`config.mk`:
```
export PLATFORM = sky130hd
export DESIGN_NAME = vga_timing_controller_flat
export DESIGN_NICKNAME = d
export VERILOG_FILES = /design/src/rtl/vga_timing_controller_if.sv /design/src/rtl/vga_timing_controller.sv /design/src/flat_wrapper.sv
export SDC_FILE = /design/constraint.sdc
export NUM_CORES = 1
export LEC_CHECK = 0
export BUFFER_PORTS_ARGS = -buffer_cell sky130_fd_sc_hd__buf_2
export CORE_ASPECT_RATIO = 1.5
export CORE_MARGIN = 1
export CORE_UTILIZATION = 45
export DETAILED_ROUTE_END_ITERATION = 16
export MAX_ROUTING_LAYER = met4
export PLACE_DENSITY = 0.72
export SETUP_SLACK_MARGIN = 0.02
export SYNTH_ARGS = -nofsm -noshare
export SYNTH_HDL_FRONTEND = slang
export SYNTH_SLANG_ARGS = --single-unit
```
`constraint.sdc`:
```
create_clock -name control_clock -period 7 [get_ports control_clock]
set_input_delay 0.35 -clock control_clock [delete_from_list [all_inputs] [get_ports control_clock]]
set_output_delay 0.35 -clock control_clock [all_outputs]
set_load 0.02 [all_outputs]
```
`src/rtl/vga_timing_controller_if.sv`:
```
// Scan-out status bundle between the VGA timing sequencer and the pixel pipeline.
// The master drives the timing decode. The slave requests scan-out through enable.
interface vga_timing_controller_if #(
  parameter int COUNTER_SIZE = 11
);
  logic                    enable;
  logic                    running;
  logic                    pixel_tick;
  logic                    h_sync;
  logic                    v_sync;
  logic                    video_on;
  logic [COUNTER_SIZE-1:0] pixel_x;
  logic [COUNTER_SIZE-1:0] pixel_y;
  logic                    line_start;
  logic                    frame_start;

  modport master (
    input  enable,
    output running, pixel_tick, h_sync, v_sync, video_on,
           pixel_x, pixel_y, line_start, frame_start
  );

  modport slave (
    output enable,
    input  running, pixel_tick, h_sync, v_sync, video_on,
           pixel_x, pixel_y, line_start, frame_start
  );
endinterface

```
`src/rtl/vga_timing_controller.sv`:
```
// Frame-level VGA timing sequencer: pixel-tick divider, h/v position counters, sync/active decode.
// Scan-out starts and stops only on whole-frame boundaries.
module vga_timing_controller #(
  parameter int H_SYNC        = 96,
  parameter int H_BACK        = 48,
  parameter int H_ACTIVE      = 640,
  parameter int H_FRONT       = 16,
  parameter int V_SYNC        = 2,
  parameter int V_BACK        = 33,
  parameter int V_ACTIVE      = 480,
  parameter int V_FRONT       = 10,
  parameter int CLK_DIV       = 2,
  parameter bit SYNC_POLARITY = 1'b1,
  parameter int COUNTER_SIZE  = 11
) (
  input  logic                   control_clock,
  input  logic                   reset,
  vga_timing_controller_if.master tim
);

  localparam int H_TOTAL = H_SYNC + H_BACK + H_ACTIVE + H_FRONT;
  localparam int V_TOTAL = V_SYNC + V_BACK + V_ACTIVE + V_FRONT;
  localparam int DIV_W   = (CLK_DIV > 1) ? $clog2(CLK_DIV) : 1;

  typedef logic [COUNTER_SIZE-1:0] cnt_t;
  typedef logic [DIV_W-1:0]        div_t;

  localparam cnt_t CNT_ONE   = cnt_t'(1);
  localparam cnt_t H_LAST    = cnt_t'(H_TOTAL - 1);
  localparam cnt_t V_LAST    = cnt_t'(V_TOTAL - 1);
  localparam cnt_t H_SYN_END = cnt_t'(H_SYNC);
  localparam cnt_t V_SYN_END = cnt_t'(V_SYNC);
  localparam cnt_t H_ACT_BEG = cnt_t'(H_SYNC + H_BACK);
  localparam cnt_t V_ACT_BEG = cnt_t'(V_SYNC + V_BACK);
  localparam cnt_t H_ACT_END = cnt_t'(H_SYNC + H_BACK + H_ACTIVE);
  localparam cnt_t V_ACT_END = cnt_t'(V_SYNC + V_BACK + V_ACTIVE);
  localparam div_t DIV_ONE   = div_t'(1);
  localparam div_t DIV_LAST  = div_t'(CLK_DIV - 1);

  typedef enum logic [1:0] {IDLE, RUN, DRAIN} state_e;

  state_e state_q, state_d;
  cnt_t   h_q, h_d, v_q, v_d;
  div_t   div_q, div_d;
  logic   running_q, running_d;
  logic   pixel_tick_q, pixel_tick_d;
  logic   h_sync_q, h_sync_d, v_sync_q, v_sync_d;
  logic   video_on_q, video_on_d;
  cnt_t   pixel_x_q, pixel_x_d, pixel_y_q, pixel_y_d;
  logic   line_start_q, line_start_d, frame_start_q, frame_start_d;
  logic   adv, frame_end, start;

  always_comb begin
    // NOTE: every signal gets a default before any branch, so no path can imply a latch.
    state_d   = state_q;
    h_d       = h_q;
    v_d       = v_q;
    div_d     = div_q;
    adv       = pixel_tick_q;
    frame_end = pixel_tick_q && (h_q == H_LAST) && (v_q == V_LAST);

    unique case (state_q)
      IDLE:    if (tim.enable) state_d = RUN;
      RUN:     if (!tim.enable) state_d = DRAIN;
      DRAIN:   if (tim.enable) state_d = RUN;
               else if (frame_end) state_d = IDLE;
      default: state_d = IDLE;
    endcase

    start     = (state_q == IDLE) && (state_d == RUN);
    running_d = (state_d != IDLE);

    // Starting from IDLE and dropping back to IDLE both reload the origin.
    if (!running_d || start) begin
      h_d   = '0;
      v_d   = '0;
      div_d = '0;
    end else begin
      div_d = (div_q == DIV_LAST) ? '0 : div_q + DIV_ONE;
      if (adv) begin
        if (h_q == H_LAST) begin
          h_d = '0;
          v_d = (v_q == V_LAST) ? '0 : v_q + CNT_ONE;
        end else begin
          h_d = h_q + CNT_ONE;
        end
      end
    end

    // Outputs decode the next counts so they land on the same edge as the counters.
    pixel_tick_d  = running_d && (div_d == DIV_LAST);
    line_start_d  = start || (running_d && adv && (h_q == H_LAST));
    frame_start_d = start || (running_d && frame_end);
    h_sync_d      = (running_d && (h_d < H_SYN_END)) ? SYNC_POLARITY : ~SYNC_POLARITY;
    v_sync_d      = (running_d && (v_d < V_SYN_END)) ? SYNC_POLARITY : ~SYNC_POLARITY;
    video_on_d    = running_d && (h_d >= H_ACT_BEG) && (h_d < H_ACT_END)
                              && (v_d >= V_ACT_BEG) && (v_d < V_ACT_END);
    pixel_x_d     = video_on_d ? (h_d - H_ACT_BEG) : '0;
    pixel_y_d     = video_on_d ? (v_d - V_ACT_BEG) : '0;
  end

  // NOTE: state uses non-blocking assignments so every register samples pre-edge values.
  always_ff @(posedge control_clock or posedge reset) begin
    if (reset) begin
      state_q       <= IDLE;
      h_q           <= '0;
      v_q           <= '0;
      div_q         <= '0;
      running_q     <= 1'b0;
      pixel_tick_q  <= 1'b0;
      h_sync_q      <= ~SYNC_POLARITY;
      v_sync_q      <= ~SYNC_POLARITY;
      video_on_q    <= 1'b0;
      pixel_x_q     <= '0;
      pixel_y_q     <= '0;
      line_start_q  <= 1'b0;
      frame_start_q <= 1'b0;
    end else begin
      state_q       <= state_d;
      h_q           <= h_d;
      v_q           <= v_d;
      div_q         <= div_d;
      running_q     <= running_d;
      pixel_tick_q  <= pixel_tick_d;
      h_sync_q      <= h_sync_d;
      v_sync_q      <= v_sync_d;
      video_on_q    <= video_on_d;
      pixel_x_q     <= pixel_x_d;
      pixel_y_q     <= pixel_y_d;
      line_start_q  <= line_start_d;
      frame_start_q <= frame_start_d;
    end
  end

  assign tim.running     = running_q;
  assign tim.pixel_tick  = pixel_tick_q;
  assign tim.h_sync      = h_sync_q;
  assign tim.v_sync      = v_sync_q;
  assign tim.video_on    = video_on_q;
  assign tim.pixel_x     = pixel_x_q;
  assign tim.pixel_y     = pixel_y_q;
  assign tim.line_start  = line_start_q;
  assign tim.frame_start = frame_start_q;

endmodule

```
`src/flat_wrapper.sv`:
```
// flat-port wrapper written by rule: the top's interface ports become plain ports
module vga_timing_controller_flat 
#(
  parameter int H_SYNC        = 96,
  parameter int H_BACK        = 48,
  parameter int H_ACTIVE      = 640,
  parameter int H_FRONT       = 16,
  parameter int V_SYNC        = 2,
  parameter int V_BACK        = 33,
  parameter int V_ACTIVE      = 480,
  parameter int V_FRONT       = 10,
  parameter int CLK_DIV       = 2,
  parameter bit SYNC_POLARITY = 1'b1,
  parameter int COUNTER_SIZE  = 11
)
  (control_clock, reset, tim_enable, tim_running, tim_pixel_tick, tim_h_sync, tim_v_sync, tim_video_on, tim_pixel_x, tim_pixel_y, tim_line_start, tim_frame_start);
  vga_timing_controller_if #(.COUNTER_SIZE(COUNTER_SIZE)) tim_i ();
  input  logic control_clock;
  input  logic reset;
  input wire logic [$bits(tim_i.enable)-1:0] tim_enable;
  output wire logic [$bits(tim_i.running)-1:0] tim_running;
  output wire logic [$bits(tim_i.pixel_tick)-1:0] tim_pixel_tick;
  output wire logic [$bits(tim_i.h_sync)-1:0] tim_h_sync;
  output wire logic [$bits(tim_i.v_sync)-1:0] tim_v_sync;
  output wire logic [$bits(tim_i.video_on)-1:0] tim_video_on;
  output wire logic [$bits(tim_i.pixel_x)-1:0] tim_pixel_x;
  output wire logic [$bits(tim_i.pixel_y)-1:0] tim_pixel_y;
  output wire logic [$bits(tim_i.line_start)-1:0] tim_line_start;
  output wire logic [$bits(tim_i.frame_start)-1:0] tim_frame_start;
  assign tim_i.enable = tim_enable;
  assign tim_running = tim_i.running;
  assign tim_pixel_tick = tim_i.pixel_tick;
  assign tim_h_sync = tim_i.h_sync;
  assign tim_v_sync = tim_i.v_sync;
  assign tim_video_on = tim_i.video_on;
  assign tim_pixel_x = tim_i.pixel_x;
  assign tim_pixel_y = tim_i.pixel_y;
  assign tim_line_start = tim_i.line_start;
  assign tim_frame_start = tim_i.frame_start;
  vga_timing_controller #(.H_SYNC(H_SYNC), .H_BACK(H_BACK), .H_ACTIVE(H_ACTIVE), .H_FRONT(H_FRONT), .V_SYNC(V_SYNC), .V_BACK(V_BACK), .V_ACTIVE(V_ACTIVE), .V_FRONT(V_FRONT), .CLK_DIV(CLK_DIV), .SYNC_POLARITY(SYNC_POLARITY), .COUNTER_SIZE(COUNTER_SIZE)) u_core (.control_clock(control_clock), .reset(reset), .tim(tim_i));
endmodule
```
==> results.toml <==
[finish]
drive_gt1_share_pct = 23.84
mostFrequentLayoutCells = "54 x dfrtp_1, 31 x buf_2, 30 x nor2_1"
area_growth_pct = 9.155
final_common_cell = "dfrtp_1"
nets = 353
num-fill-cells = 646
antenna_cells = 0
final_util_pct = 50.83

[drt]
vias_per_cell = 6.147
post_drt_wl_per_cell_um = 18.35
drt_iter0_markers = 164
wirelength_um = 7743
ant_nets = 0
drt_pass1_iterations = 6
vias = 2594
drcViolationCount = 0

[clock_tree]
cts_sinks = 54
cts_root_buf = "clkbuf_8"
clk_latency_ns = 0.32
cts_hold_buffers = 0
numCtsBuffers = 5
ctsResizeCount = 0
cts_tree = "yes"
path_clk_slew_ns = 0.10
cts_buffer_depth = 2
htreeDepth = 2
cts_setup_buffers = 0

[synthesis]
synth_edf_count = 0
synth_flop_cell = "dfrtp_1"
syn-num-nets = 328
synth.distinct_cells = 67
async_flop_share_pct = 100.0
yosysWarnings = 0
netlist_instances = 319
syn_area_per_cell_um2 = 10.07
synth-seq-cells = 54
ys_seq_area_share_pct = 42.07
syn_area_um2 = 3212

[power]
seq_power_share_pct = 54.3
power_switching_w = 0.0001618
clkPwrFrac_pct = 34.7
p_int_w = 0.0004471
peakVddDrop_v = 0.0001379
p_per_area_nw_per_um2 = 173.7
finalPower_w = 0.0006090
combinationalPowerShare_pct = 11.0
p_leak_nw = 1.549
p_sw_share_pct = 26.57

[floorplan]
num_rows = 37
core_area_um2 = 6898
floorplan.die.height_um = 105.5
start_util_pct = 46.56
fp.dieArea_um2 = 7486
fp.dieW_um = 70.98
ios = 32

[global_route]
grt_pass1_wl_um = 12830
grt_pass1_vias = 2656
grt_antenna_before_repair = 0
gr-total-overflow = 0
grt_max_degree = 55
track_usage_pct = 23.17

[worst_setup_path]
worst_setup_path_start_kind = "register"
crit_fanout = 23
crit_arrival_ns = 4.10
r2r_slack_ns = 3.05
critPathRequiredTime_ns = 7.15
reg2reg_from = "u_core.h_q[0]"
crit_path_end_kind = "register"
timing.rr.end = "u_core.tim.pixel_y[0]"
r2r_cells = 13
crit_type = "reg2reg"

[sta]
slew_headroom_pct = 26.62
min_period_over_period_pct = 56.44
period_needed_ns = 3.951
rsz0062_at_grt = "false"
fmax_mhz = 253.1
skew_ns = 0.01543
setup_ws_ns = 3.049
tightestPinTransition_ns = 1.101
setup_violations = 0
slew_viol_final = 0
tns_ns = 0
hold_violations = 0

[placed_design]
hpwl_um = 5759
gp_congestion = 0.9080
port_buffers = 31
pre_cts_slack_ns = 3.085

[job]
drv_cap = 0

[hold_path]
hp-class = "in2async"

[outcome]
outcome = "finished clean"
## critical path: stages (launching register included)
cell and delay (ns):
dfrtp_1 0.46, ha_1 0.28, nand2_1 0.16, nor4_4 0.76, nand2_1 0.16, o31ai_1 0.29
buf_4 0.21, nor2_1 0.10, ha_1 0.22, nand2_1 0.06, a2111oi_0 0.06, o21a_1 0.23
o32ai_4 0.61, nor3_1 0.18
## synth_stat cells, types with 3 or more instances
library cell	count	share of area, %
and2_1	3	0.58
o21a_1	3	0.70
a31oi_1	3	0.58
o31ai_1	3	0.70
buf_2	11	1.7
xor2_1	12	3.3
or2_2	6	1.2
o21ai_0	6	0.93
a21boi_0	3	0.70
nor3_1	15	2.3
nor2b_1	6	1.2
nor3_2	4	1.2
nor2_1	30	3.5
buf_6	3	1.1
nand2_1	17	2.0
nor4_1	8	1.6
inv_1	12	1.4
ha_1	6	2.3
nand4_1	11	2.1
xnor2_1	13	3.5
dfrtp_1	54	42
a211oi_2	6	2.3
nand2b_1	6	1.2
a21oi_1	11	1.7
and3_1	3	0.58
nand3_1	7	1.1
and4_1	4	1.1
## power by group through the flow
stage	clock network, W	logic, W	registers [W]
2_1_floorplan	0	0.0000469	0.000336
3_3_place_gp	0	0.0000665	0.000336
3_5_place_dp	0	0.0000677	0.000336
4_1_cts	0.000216	0.0000678	0.000330
5_1_grt	0.000224	0.0000740	0.000332
6_report	0.000211	0.0000670	0.000331
## kinds of logic after synthesis
group / Yosys count / share of synthesized area [%]
fa+ha+maj: 6 / 2.337
mux: 3 / 0.9739
buf+inv: 29 / 4.752
xor+xnor: 25 / 6.817
simple gates: 141 / 27.39
compound gates: 61 / 15.66
flops: 54 / 42.07
## per-stage QoR
stage          instance area [µm²]  cells  hold slack, ns
3_5_place_dp                  3398    415          0.4219
3_3_place_gp                  3398    415          0.4161
4_1_cts                       3506    422          0.2177
6_report                      3506    422          0.2007
2_1_floorplan                 3212    319          0.4040
5_1_grt                       3506    422          0.2780
## area by class of cell
class                      count  area, µm²  share of cell area [%]
clock inverter                 2      38.79                   1.106
tap                           78      97.59                   2.784
clock buffer                   5      68.82                   1.963
inverter                      12      45.04                   1.285
timing repair buffer          35      185.2                   5.282
multi-input combinational    236       1719                   49.04
sequential                    54       1351                   38.54
## flip-flops by register name, summed over array words and instances, names as in the netlist
name	flops
u_core.h_q	11
u_core.tim.pixel_x	11
u_core.tim.pixel_y	11
u_core.v_q	11
u_core.state_q	2
u_core.div_q	1
u_core.tim.frame_start	1
u_core.tim.h_sync	1
u_core.tim.line_start	1
u_core.tim.pixel_tick	1
u_core.tim.running	1
u_core.tim.v_sync	1
u_core.tim.video_on	1
## layer usage
layer	wire (µm)	vias up	track usage [%]
met2	4229	71	40.04
met5	0	-	-
met4	410	0	16.00
met1	2867	1278	24.11
met3	234	32	3.059
li1	-	1213	-
## how the worst max path moves through the flow
stage / from / end / cells past startpoint
after global placement: u_core.h_q[0] / u_core.tim.pixel_y[0] / 13
final: u_core.h_q[0] / u_core.tim.pixel_y[0] / 13
after CTS: u_core.h_q[0] / u_core.tim.pixel_y[0] / 13
after detailed placement: u_core.h_q[0] / u_core.tim.pixel_y[0] / 13
after floorplan: u_core.h_q[0] / u_core.tim.pixel_x[2] / 14
after global routing: u_core.h_q[0] / u_core.tim.pixel_y[0] / 13
Note: power is estimated with default switching activity, not from simulation.
